**config.mk**
```make
export PLATFORM = sky130hd
export DESIGN_NAME = univ_shift_reg_flat
export DESIGN_NICKNAME = d
export VERILOG_FILES = /design/src/rtl/univ_shift_reg_pkg.sv /design/src/rtl/univ_shift_reg_if.sv /design/src/rtl/univ_shift_reg_burst_ctrl.sv /design/src/rtl/univ_shift_reg.sv /design/src/flat_wrapper.sv
export SDC_FILE = /design/constraint.sdc
export NUM_CORES = 1
export LEC_CHECK = 0
export CAP_MARGIN = 20
export CORE_MARGIN = 2
export CORE_UTILIZATION = 49
export CTS_BUF_LIST = sky130_fd_sc_hd__clkbuf_8
export CTS_CLUSTER_SIZE = 40
export DETAILED_ROUTE_END_ITERATION = 16
export PLACE_DENSITY = 0.86
export SYNTH_ARGS = -nofsm -noshare
export SYNTH_HDL_FRONTEND = slang
export SYNTH_SLANG_ARGS = --single-unit
```
**constraint.sdc**
```tcl
create_clock -name clk -period 4.65 [get_ports clk]
set_input_delay 0.6975 -clock clk [delete_from_list [all_inputs] [get_ports clk]]
set_output_delay 0.6975 -clock clk [all_outputs]
set_load 0.1 [all_outputs]
```
**src/rtl/univ_shift_reg_pkg.sv**
```systemverilog
// usr_pkg: mode and burst-controller state encodings shared by univ_shift_reg, its interface and usr_burst_ctrl
package usr_pkg;
  typedef enum logic [2:0] {
    USR_HOLD = 3'd0,
    USR_SHR  = 3'd1,
    USR_SHL  = 3'd2,
    USR_LOAD = 3'd3,
    USR_ROR  = 3'd4,
    USR_ROL  = 3'd5
  } usr_mode_e;
  typedef enum logic [1:0] {
    ST_IDLE  = 2'd0,
    ST_BURST = 2'd1,
    ST_DONE  = 2'd2
  } usr_state_e;
endpackage

```
**src/rtl/univ_shift_reg_if.sv**
```systemverilog
// univ_shift_reg_if: shift-register bus; master drives mode/si/sil/pi/start/burst_len, slave drives so/sol/po/busy/done
interface univ_shift_reg_if #(
  parameter int WIDTH = 1,
  parameter int DEPTH = 8
);
  localparam int CW = $clog2(DEPTH + 1);
  logic [2:0]             mode;
  logic [WIDTH-1:0]       si;
  logic [WIDTH-1:0]       sil;
  logic [DEPTH*WIDTH-1:0] pi;
  logic                   start;
  logic [CW-1:0]          burst_len;
  logic [WIDTH-1:0]       so;
  logic [WIDTH-1:0]       sol;
  logic [DEPTH*WIDTH-1:0] po;
  logic                   busy;
  logic                   done;
  modport master (output mode, si, sil, pi, start, burst_len, input so, sol, po, busy, done);
  modport slave  (input mode, si, sil, pi, start, burst_len, output so, sol, po, busy, done);
endinterface

```
**src/rtl/univ_shift_reg_burst_ctrl.sv**
```systemverilog
// usr_burst_ctrl: burst FSM (clk, clear, start, burst_len in; busy, done, shift_en, mode_en out); burst_len saturates at DEPTH
module usr_burst_ctrl
  import usr_pkg::*;
#(
  parameter int DEPTH = 8,
  localparam int CW = $clog2(DEPTH + 1)
) (
  input  logic          clk,
  input  logic          clear,
  input  logic          start,
  input  logic [CW-1:0] burst_len,
  output logic          busy,
  output logic          done,
  output logic          shift_en,
  output logic          mode_en
);
  usr_state_e    state, state_n;
  logic [CW-1:0] cnt, cnt_n, len_sat;
  assign len_sat = (burst_len > CW'(DEPTH)) ? CW'(DEPTH) : burst_len;
  assign busy = state == ST_BURST;
  assign done = state == ST_DONE;
  always_ff @(posedge clk or posedge clear)
    if (clear) begin
      state <= ST_IDLE;
      cnt   <= '0;
    end else begin
      state <= state_n;
      cnt   <= cnt_n;
    end
  always_comb begin
    state_n  = state;
    cnt_n    = cnt;
    shift_en = 1'b0;
    mode_en  = 1'b0;
    case (state)
      ST_IDLE: begin
        mode_en = !start;
        if (start) begin
          cnt_n   = len_sat;
          state_n = (len_sat == '0) ? ST_DONE : ST_BURST;
        end
      end
      ST_BURST: begin
        shift_en = 1'b1;
        cnt_n    = cnt - 1'b1;
        state_n  = (cnt == CW'(1)) ? ST_DONE : ST_BURST;
      end
      default: state_n = ST_IDLE;
    endcase
  end
endmodule

```
**src/rtl/univ_shift_reg.sv**
```systemverilog
// univ_shift_reg: DEPTH x WIDTH multi-mode shift register (clk, clear, bus: mode/si/sil/pi/start/burst_len in, so/sol/po/busy/done out); USR_ROTATE_EN enables ROR/ROL
module univ_shift_reg
  import usr_pkg::*;
#(
  parameter int WIDTH = 1,
  parameter int DEPTH = 8
) (
  input logic              clk,
  input logic              clear,
  univ_shift_reg_if.slave  bus
);
  logic [DEPTH-1:0][WIDTH-1:0] stg, nxt;
  logic shift_en, mode_en;
  usr_burst_ctrl #(.DEPTH(DEPTH)) u_ctrl (
    .clk       (clk),
    .clear     (clear),
    .start     (bus.start),
    .burst_len (bus.burst_len),
    .busy      (bus.busy),
    .done      (bus.done),
    .shift_en  (shift_en),
    .mode_en   (mode_en)
  );
  assign bus.po  = stg;
  assign bus.so  = stg[DEPTH-1];
  assign bus.sol = stg[0];
  always_comb begin
    nxt = stg;
    if (shift_en) nxt = {stg[DEPTH-2:0], bus.si};
    else if (mode_en)
      case (bus.mode)
        USR_SHR:  nxt = {stg[DEPTH-2:0], bus.si};
        USR_SHL:  nxt = {bus.sil, stg[DEPTH-1:1]};
        USR_LOAD: nxt = bus.pi;
`ifdef USR_ROTATE_EN
        USR_ROR:  nxt = {stg[DEPTH-2:0], stg[DEPTH-1]};
        USR_ROL:  nxt = {stg[0], stg[DEPTH-1:1]};
`endif
        default:  nxt = stg;
      endcase
  end
  always_ff @(posedge clk or posedge clear)
    if (clear) stg <= '0;
    else stg <= nxt;
endmodule
```
**src/flat_wrapper.sv**
```systemverilog
// flat-port wrapper written by rule: the top's interface ports become plain ports
module univ_shift_reg_flat import usr_pkg::*;
#(
  parameter int WIDTH = 1,
  parameter int DEPTH = 8
)
  (clk, clear, bus_mode, bus_si, bus_sil, bus_pi, bus_start, bus_burst_len, bus_so, bus_sol, bus_po, bus_busy, bus_done);
  univ_shift_reg_if #(.WIDTH(WIDTH), .DEPTH(DEPTH)) bus_i ();
  input logic clk;
  input logic clear;
  input wire logic [$bits(bus_i.mode)-1:0] bus_mode;
  input wire logic [$bits(bus_i.si)-1:0] bus_si;
  input wire logic [$bits(bus_i.sil)-1:0] bus_sil;
  input wire logic [$bits(bus_i.pi)-1:0] bus_pi;
  input wire logic [$bits(bus_i.start)-1:0] bus_start;
  input wire logic [$bits(bus_i.burst_len)-1:0] bus_burst_len;
  output wire logic [$bits(bus_i.so)-1:0] bus_so;
  output wire logic [$bits(bus_i.sol)-1:0] bus_sol;
  output wire logic [$bits(bus_i.po)-1:0] bus_po;
  output wire logic [$bits(bus_i.busy)-1:0] bus_busy;
  output wire logic [$bits(bus_i.done)-1:0] bus_done;
  assign bus_i.mode = bus_mode;
  assign bus_i.si = bus_si;
  assign bus_i.sil = bus_sil;
  assign bus_i.pi = bus_pi;
  assign bus_i.start = bus_start;
  assign bus_i.burst_len = bus_burst_len;
  assign bus_so = bus_i.so;
  assign bus_sol = bus_i.sol;
  assign bus_po = bus_i.po;
  assign bus_busy = bus_i.busy;
  assign bus_done = bus_i.done;
  univ_shift_reg #(.WIDTH(WIDTH), .DEPTH(DEPTH)) u_core (.clk(clk), .clear(clear), .bus(bus_i));
endmodule
```
### After elaboration in Yosys (flattened, before gate mapping)

Cells that the tools add are included.

| word-level totals | value |
|---|---|
| word-level logic and storage cells | 39 |
| latch bits | 0 |
| register bits | 14 |
| memory bits (writable) | 0 |
| memories kept | 0 |
| input bits | 20 |
| output and inout port bits | 12 |
| memory bits (read-only) | 0 |

| operators by class | value |
|---|---|
| reduce and logical (&&, ||, !) cells | 8 |
| divide/modulo/power cells | 0 |
| equal/unequal tests | 7 |
| bitwise gates (word level) | 0 |
| multiply operators | 0 |
| add/sub/neg operators | 1 |
| multiplexer cells | 12 |
| shifts and indexed selects | 0 |
| $lt $le $gt $ge | 1 |

Operators with widths:

| kind | count |
|---|---|
| $pmux W8 S3 | 1 |
| $mux W8 | 2 |
| $mux W4 | 2 |
| $pmux W4 S2 | 1 |
| $eq A3 B2 Y1 const B | 2 |
| $mux W2 | 3 |
| $eq A4 B1 Y1 const B | 1 |
| $gt A4 B4 Y1 const B | 1 |
| $logic_not A4 Y1 | 1 |
| $pmux W2 S2 | 1 |
| $reduce_and A2 Y1 | 2 |
| $reduce_bool A2 Y1 | 2 |
| $reduce_bool A4 Y1 | 1 |
| $sub A4 B1 Y4 const B | 1 |
| $eq A3 B1 Y1 const B | 1 |
| $eq A2 B1 Y1 const B | 1 |
| $eq A2 B2 Y1 const B | 1 |
| $logic_not A2 Y1 | 1 |
| $mux W1 | 2 |
| $ne A2 B2 Y1 const B | 1 |
| $logic_not A1 Y1 | 1 |

### Logic depth before layout (Yosys ltp)

Gate-level depths: netlist (run 1).

| depth | value |
|---|---|
| depth in word-level cells | 6 |
| gate-level depth with buffers | 6 |
| depth with buffers taken out | 5 |

### Cells and area by module

From an unflattened synthesis (run 1), not the netlist that was laid out.

| second synthesis, totals | value |
|---|---|
| cells, all modules | 94 |
| area, all modules | 999.7 µm² |

Modules (own cells, without submodules):

| module | cells an instance | sequential area each (µm²) | times used | area an instance (µm²) |
|---|---|---|---|---|
| univ_shift_reg | 45 | 200.2 | 1 | 568.0 |
| usr_burst_ctrl | 49 | 150.1 | 1 | 431.7 |

### Worst setup path after synthesis (run 1)

No wires, ideal clock.

| timing | value |
|---|---|
| kind | register to output |
| from | register u_core.u_ctrl.state[0] |
| to | output bus_done |
| data required time | 3953 ps |
| slack | 2159 ps |
| stages on the path, launching flop included | 2 |
| arrival time | 1793 ps |
| buffers on the path | 0 |
| cell sequence | dfrtp_1 > nor2b_1 |

| on the way | value |
|---|---|
| cells in the longest elaborated chain, start to end | 1 |

Ends and longest elaborated chain:

| element | RTL line | text |
|---|---|---|
| from (decl) | univ_shift_reg_burst_ctrl.sv:17 | `usr_state_e state, state_n;` |
| from (signal assigned) | univ_shift_reg_burst_ctrl.sv:27 | `state <= state_n;` |
| $eq A2 B2 Y1 | univ_shift_reg_burst_ctrl.sv:21 | `assign done = state == ST_DONE;` |
| to (decl) | flat_wrapper.sv:21 | `output wire logic [$bits(bus_i.done)-1:0] bus_done;` |

No other way between the ends.

### Final worst setup path (run 1)

| timing | value |
|---|---|
| from | register u_core.u_ctrl.state[1] |
| to | output bus_busy |

| on the way | value |
|---|---|
| cells in the longest elaborated chain, start to end | 1 |

Ends and longest elaborated chain:

| element | RTL line | text |
|---|---|---|
| $eq A2 B1 Y1 | univ_shift_reg_burst_ctrl.sv:20 | `assign busy = state == ST_BURST;` |
| to (decl) | flat_wrapper.sv:20 | `output wire logic [$bits(bus_i.busy)-1:0] bus_busy;` |

No other way between the ends.

==> metrics.txt, run 1 <==
status=finished, final reports clean; top post-synthesis cells by count=dfrtp_1 (14), mux2i_1 (10), mux2_2 (9), inv_1 (8), nor2_1 (8); area share of the largest cell type after synthesis=38.3%; most common cell in the netlist=dfrtp_1; dominant synthesized flop cell=dfrtp_1; Mapped Cells=89; syn nets=111; # port buffers=31; DR vias=769; starting density of the core=52.4%; first-pass GRT wire length=3220 microns; Slew headroom=34.9%; Yosys reg bits=14; Worst Tran Pin Value=0.973 ns; DR pass1 iterations=4; GPL Wtd Cong=0.741; pin count of the biggest net entering global routing=15; syn avg cell area=10.3 sq um; final wirelength=2050 microns; CORE AREA=1750 sq um; H-Tree Depth=1; Post-CTS Hold Buffers=0; dpl ws=1.96 ns; Fin Setup TNS=0 ns; Final Skew=0.000904 ns; Worst Path Required=3.95 ns; crit path kind=reg -> out; startpoint types=flip-flop; Layout Nets=143; P&R area growth vs syn=40.1%; # diodes=0; TritonCTS Buffers=3; total gr overflow=0; CTS tree=yes; cell accounting for the most synthesized area=dfrtp_1; clk root buf=clkbuf_8; Ys Warns=0; Max Cap Viol=0; vias in the first global route=770; final worst path period share=60.4%; fillers=129; maximum clock path buffer count=2; clock sinks=14; initial antenna violation count=0; HP Class=reg -> reg; count of cell types in the netlist=29; Seq/Total Area, Yosys=38.3%; fin util=73.4%; CP Data Arrival Time=2.11 ns; CTS resizes=0; Clock Latency Late Sink=0.24 ns; Total GRT Usage=20.6%; Peak Freq=356 MHz; Final setup viols=0; RSZ-0062 raised after global routing=false; Die Wd=47.2 microns; Slew Limit Fails=0; die area=2230 sq um; I/O pin cnt=32; leading post-synthesis cells by cell area=dfrtp_1 (38%), mux2_2 (11%), mux2i_1 (11%); setup bufs post-CTS=0; Tmin final=2.81 ns; row cnt=15; Post-synth EDFFs=0; drt via density=5.30; worst setup margin=1.84 ns; Final ANT Viol Nets=0; clock-pin slew on the worst setup and hold paths=0.06 ns; Starting DRT DRC Count=10; Critical Path Fanout Max=9; HPWL after detailed placement=1630 microns; WL/cell=14.2 microns; Die Ht=47.2 microns; CP endpoint kind=primary output; area of the mapped netlist=915 sq um; final hold vios=0; ys async rst share=100%; share of cells above drive strength 1=16.7%; residual DRC count=0
registers in the layout, summed over array words and instances, names as in the netlist:
signal	cells
u_core.bus.sol	1
u_core.u_ctrl.state	2
u_core.bus.so	1
u_core.bus.po	6
u_core.u_ctrl.cnt	4
final cells by class:
type	instances	area [sq um]	share of cell area, %
Timing Repair Buffer	31	310	24.2
Tap cell	25	31.3	2.44
Clock buffer	4	55.1	4.30
Sequential cell	14	350	27.3
Multi-Input combinational cell	62	498	38.9
Inverter	9	36.3	2.83
per-layer routing:
layer	wire length, microns	GRT usage, %
met1	897	24.0
met2	1040	36.4
met3	83	3.46
met4	33	10.0
met5	0	0
stage by stage:
step	instances	hold WS (ns)	instance area, sq um
after CTS	145	0.508	1280
after global routing	145	0.547	1280
after detailed placement	141	0.494	1230
after global placement	141	0.494	1230
final	145	0.506	1280
after floorplan	89	0.473	915
path summary, 6_finish.rpt:
check	startpoint	endpoint	slack [ns]	depth (start not counted)
setup / recovery	u_core.u_ctrl.state[1]	bus_busy	1.84	3
hold / removal	u_core.u_ctrl.cnt[1]	u_core.u_ctrl.cnt[1]	0.51	1
setup reg to reg	u_core.u_ctrl.state[1]	u_core.bus.po[1]	2.58	5
hold reg to reg	u_core.u_ctrl.cnt[1]	u_core.u_ctrl.cnt[1]	0.51	1
max in group asynchronous	clear	u_core.bus.po[2]	3.50	2
min in group asynchronous	clear	u_core.bus.po[6]	0.80	2
kinds of logic (layout without fill, tap and decap cells):
logic type / Yosys count / count (layout) / synth area share (%)
muxes: 22 / 22 / 26.9
and+or+nand+nor: 21 / 21 / 12.6
AOI/OAI and AO/OA: 17 / 17 / 12.2
DFF: 14 / 14 / 38.3
buffers and inverters: 13 / 44 / 7.25
adders and majority gates: 2 / 2 / 2.74
critical path, cell delays in order (launching register included):
cell and delay [ns]:
dfrtp_1 0.43, nand2b_4 0.19, inv_4 0.11, clkdlybuf4s50_1 1.14
placed cells by master (no fill, tap or decap):
master           instances
o22a_1                   2
nand2_1                  4
mux2_4                   3
nor3_1                   2
clkdlybuf4s50_1         31
a31oi_1                  3
nand2b_4                 1
a211oi_1                 1
inv_4                    1
nor2_1                   8
nor3b_1                  1
a21o_1                   1
mux2i_1                 10
nor2b_1                  1
o21bai_1                 1
a32oi_1                  1
inv_1                    8
nor3b_2                  1
a21oi_2                  1
nor4_1                   1
nand2b_1                 1
o21ai_0                  3
clkbuf_8                 4
a21oi_1                  4
ha_1                     2
mux2_2                   9
dfrtp_1                 14
and2b_1                  1
Power of run 1 is left out: the tool's default activity adds up to more than one toggle a clock period on the data nets, which glitch-free logic cannot reach.
==> inputs of run 2 (changes only) <==
--- a/config.mk
+++ b/config.mk
@@ -7,11 +7,11 @@
 export LEC_CHECK = 0
 export CAP_MARGIN = 20
 export CORE_MARGIN = 2
-export CORE_UTILIZATION = 49
+export CORE_UTILIZATION = 46
 export CTS_BUF_LIST = sky130_fd_sc_hd__clkbuf_8
 export CTS_CLUSTER_SIZE = 40
 export DETAILED_ROUTE_END_ITERATION = 16
-export PLACE_DENSITY = 0.86
+export PLACE_DENSITY = 0.81
 export SYNTH_ARGS = -nofsm -noshare
 export SYNTH_HDL_FRONTEND = slang
 export SYNTH_SLANG_ARGS = --single-unit
==> constraint.sdc (replaced) <==
create_clock -name clk -period 2.8 [get_ports clk]
set_input_delay 0.42 -clock clk [delete_from_list [all_inputs] [get_ports clk]]
set_output_delay 0.42 -clock clk [all_outputs]
set_load 0.1 [all_outputs]
==> run 2 against run 1 <==
Flip-flop and latch count is the same. Clock skew barely moved. Cell count grew 2.1%. Die area grew 6.0%. Global-route usage fell by 1.8 points. Sequential share of layout area grew 0.43 points. Cell area decreased by 1.6%. Register-to-register slack worse by 1.6 ns. Highest routed layer unchanged. Critical path depth increased by 1. Utilization fell by 7.8 points.
==> metrics.txt, run 2 (same netlist as run 1, synthesis figures left out) <==
status=finished, final reports clean; gr busiest metal=met2; share of cells above drive strength 1=27.3% (+11 points); Area after DPL=1210 sq um (-1.6%); Total GRT Usage=18.8% (-1.8 points); worst r2r src=u_core.u_ctrl.state[1]; I/O pin cnt=32 (unchanged); die area=2360 sq um (+6.0%); Peak Freq=483 MHz; CTS tree=yes; met3 usage=4.63% (+1.2 points); maximum clock path buffer count=2 (unchanged); final hold slack=0.512 ns (+0.00603 ns); Die Wd=48.6 microns (+2.9%); clk root buf=clkbuf_8; RR Endpoint=u_core.bus.sol; H-Tree Depth=1 (unchanged); # diodes=0 (unchanged); Final ANT Viol Nets=0 (unchanged); RSZ-0062 raised after global routing=false; vias in the first global route=767 (-0.39%); clock-pin slew on the worst setup and hold paths=0.06 ns (about the same); P&R area growth vs syn=37.9%; initial antenna violation count=0 (unchanged); Tmin final=2.07 ns; Slew Limit Fails=0 (unchanged); HPWL after detailed placement=1470 microns (-9.8%); startpoint types=primary input; CORE AREA=1920 sq um (+10%); DR vias=783 (+1.8%); M2 GR Usage=32.9% (-3.6 points); TritonCTS Buffers=3 (unchanged); Layout Cells excl Fill=148 (+2.1%); final hold vios=0 (unchanged); CP endpoint kind=flip-flop; r2r worst-path depth=5 (unchanged); commonest non-fill, non-tap cell in the layout=clkdlybuf4s50_1; setup bufs post-CTS=0 (unchanged); Fin Setup TNS=0 ns (unchanged); max reg flops=6 (unchanged); final worst path period share=73.9%; clock sinks=14 (unchanged); GPL Wtd Cong=0.752 (+1.4%); starting density of the core=47.6% (-4.8 points); residual DRC count=0 (unchanged); Slew headroom=63.0% (+28 points); DR pass1 iterations=4 (unchanged); first-pass GRT wire length=3460 microns (+7.5%); drt via density=5.29 (-0.24%); final wirelength=1960 microns (-4.6%); commonest non-fill, non-tap cells in the layout=clkdlybuf4s50_1 (19), dfrtp_1 (14), buf_4 (13); WHS Path Cells=1 (unchanged); Die Ht=48.6 microns (+2.9%); HP Class=reg -> reg; Starting DRT DRC Count=12 (+2); Post-CTS Hold Buffers=0 (unchanged); total gr overflow=0 (unchanged); crit path kind=in -> reg; pin count of the biggest net entering global routing=15 (unchanged); CTS resizes=0 (unchanged); hold path start=u_core.u_ctrl.cnt[1]; # port buffers=31 (unchanged); Final Skew=0.000915 ns (+0.0000107 ns); placed cell count=144 (+2.1%); met1 global-route usage=21.1% (-2.9 points); Layout Nets=144 (+0.70%); row cnt=16 (+1); Final setup viols=0 (unchanged); WL/cell=13.2 microns (-6.6%); Critical Path Fanout Max=11 (+2); Reg2Reg Setup Slack=0.98 ns (-1.60 ns); Clock Latency Late Sink=0.24 ns (about the same); post-route cell area=1260 sq um (-1.6%); Worst Tran Pin Value=0.553 ns (-0.420 ns); hold worst-path end=u_core.u_ctrl.cnt[1]; Max Cap Viol=0 (unchanged); Worst Path Required=2.93 ns (-1.02 ns); CP Data Arrival Time=2.20 ns (+0.09 ns)
-- run 2: worst max-delay path by stage --
stage                           startpoint  cells past startpoint  slack [ns]          endpoint
floorplan           u_core.u_ctrl.state[0]                      1        0.59          bus_done
CTS                            bus_mode[0]                      4        0.74  u_core.bus.po[5]
global route                   bus_mode[0]                      4        0.61  u_core.bus.po[2]
global placement               bus_mode[0]                      4        0.50  u_core.bus.po[1]
finish                         bus_mode[0]                      4        0.73  u_core.bus.po[5]
detailed placement             bus_mode[0]                      4        0.48  u_core.bus.po[5]
-- run 2: stage by stage --
stage,utilization (%),worst slack (ns)
2_1_floorplan,-,0.587
3_3_place_gp,62.8,0.501
3_5_place_dp,62.8,0.481
4_1_cts,65.6,0.736
5_1_grt,65.6,0.613
6_report,65.6,0.730
-- run 2: layout make-up --
class | count | area, sq um
multi-input combinational | 62 | 498
sequential | 14 | 350
timing repair buffer | 32 | 288
clock buffer | 4 | 55.1
inverter | 9 | 36.3
tap | 27 | 33.8
fill | 163 | 661
-- run 2: critical path: stages --
cell	delay [ns]
clkdlybuf4s50_1	0.74
o21ai_0	0.20
a21oi_2	0.45
mux2_2	0.39
-- run 2: metal layers --
| metal | part of all wire (%) | up-vias | wire length [microns] |
|---|---|---|---|
| met4 | 1.5 | 0 | 30 |
| met1 | 41 | 369 | 812 |
| met5 | 0 | - | 0 |
| met3 | 8.2 | 4 | 161 |
| met2 | 49 | 31 | 953 |
| li1 | - | 379 | - |
Power of run 2 is left out for the same reason.
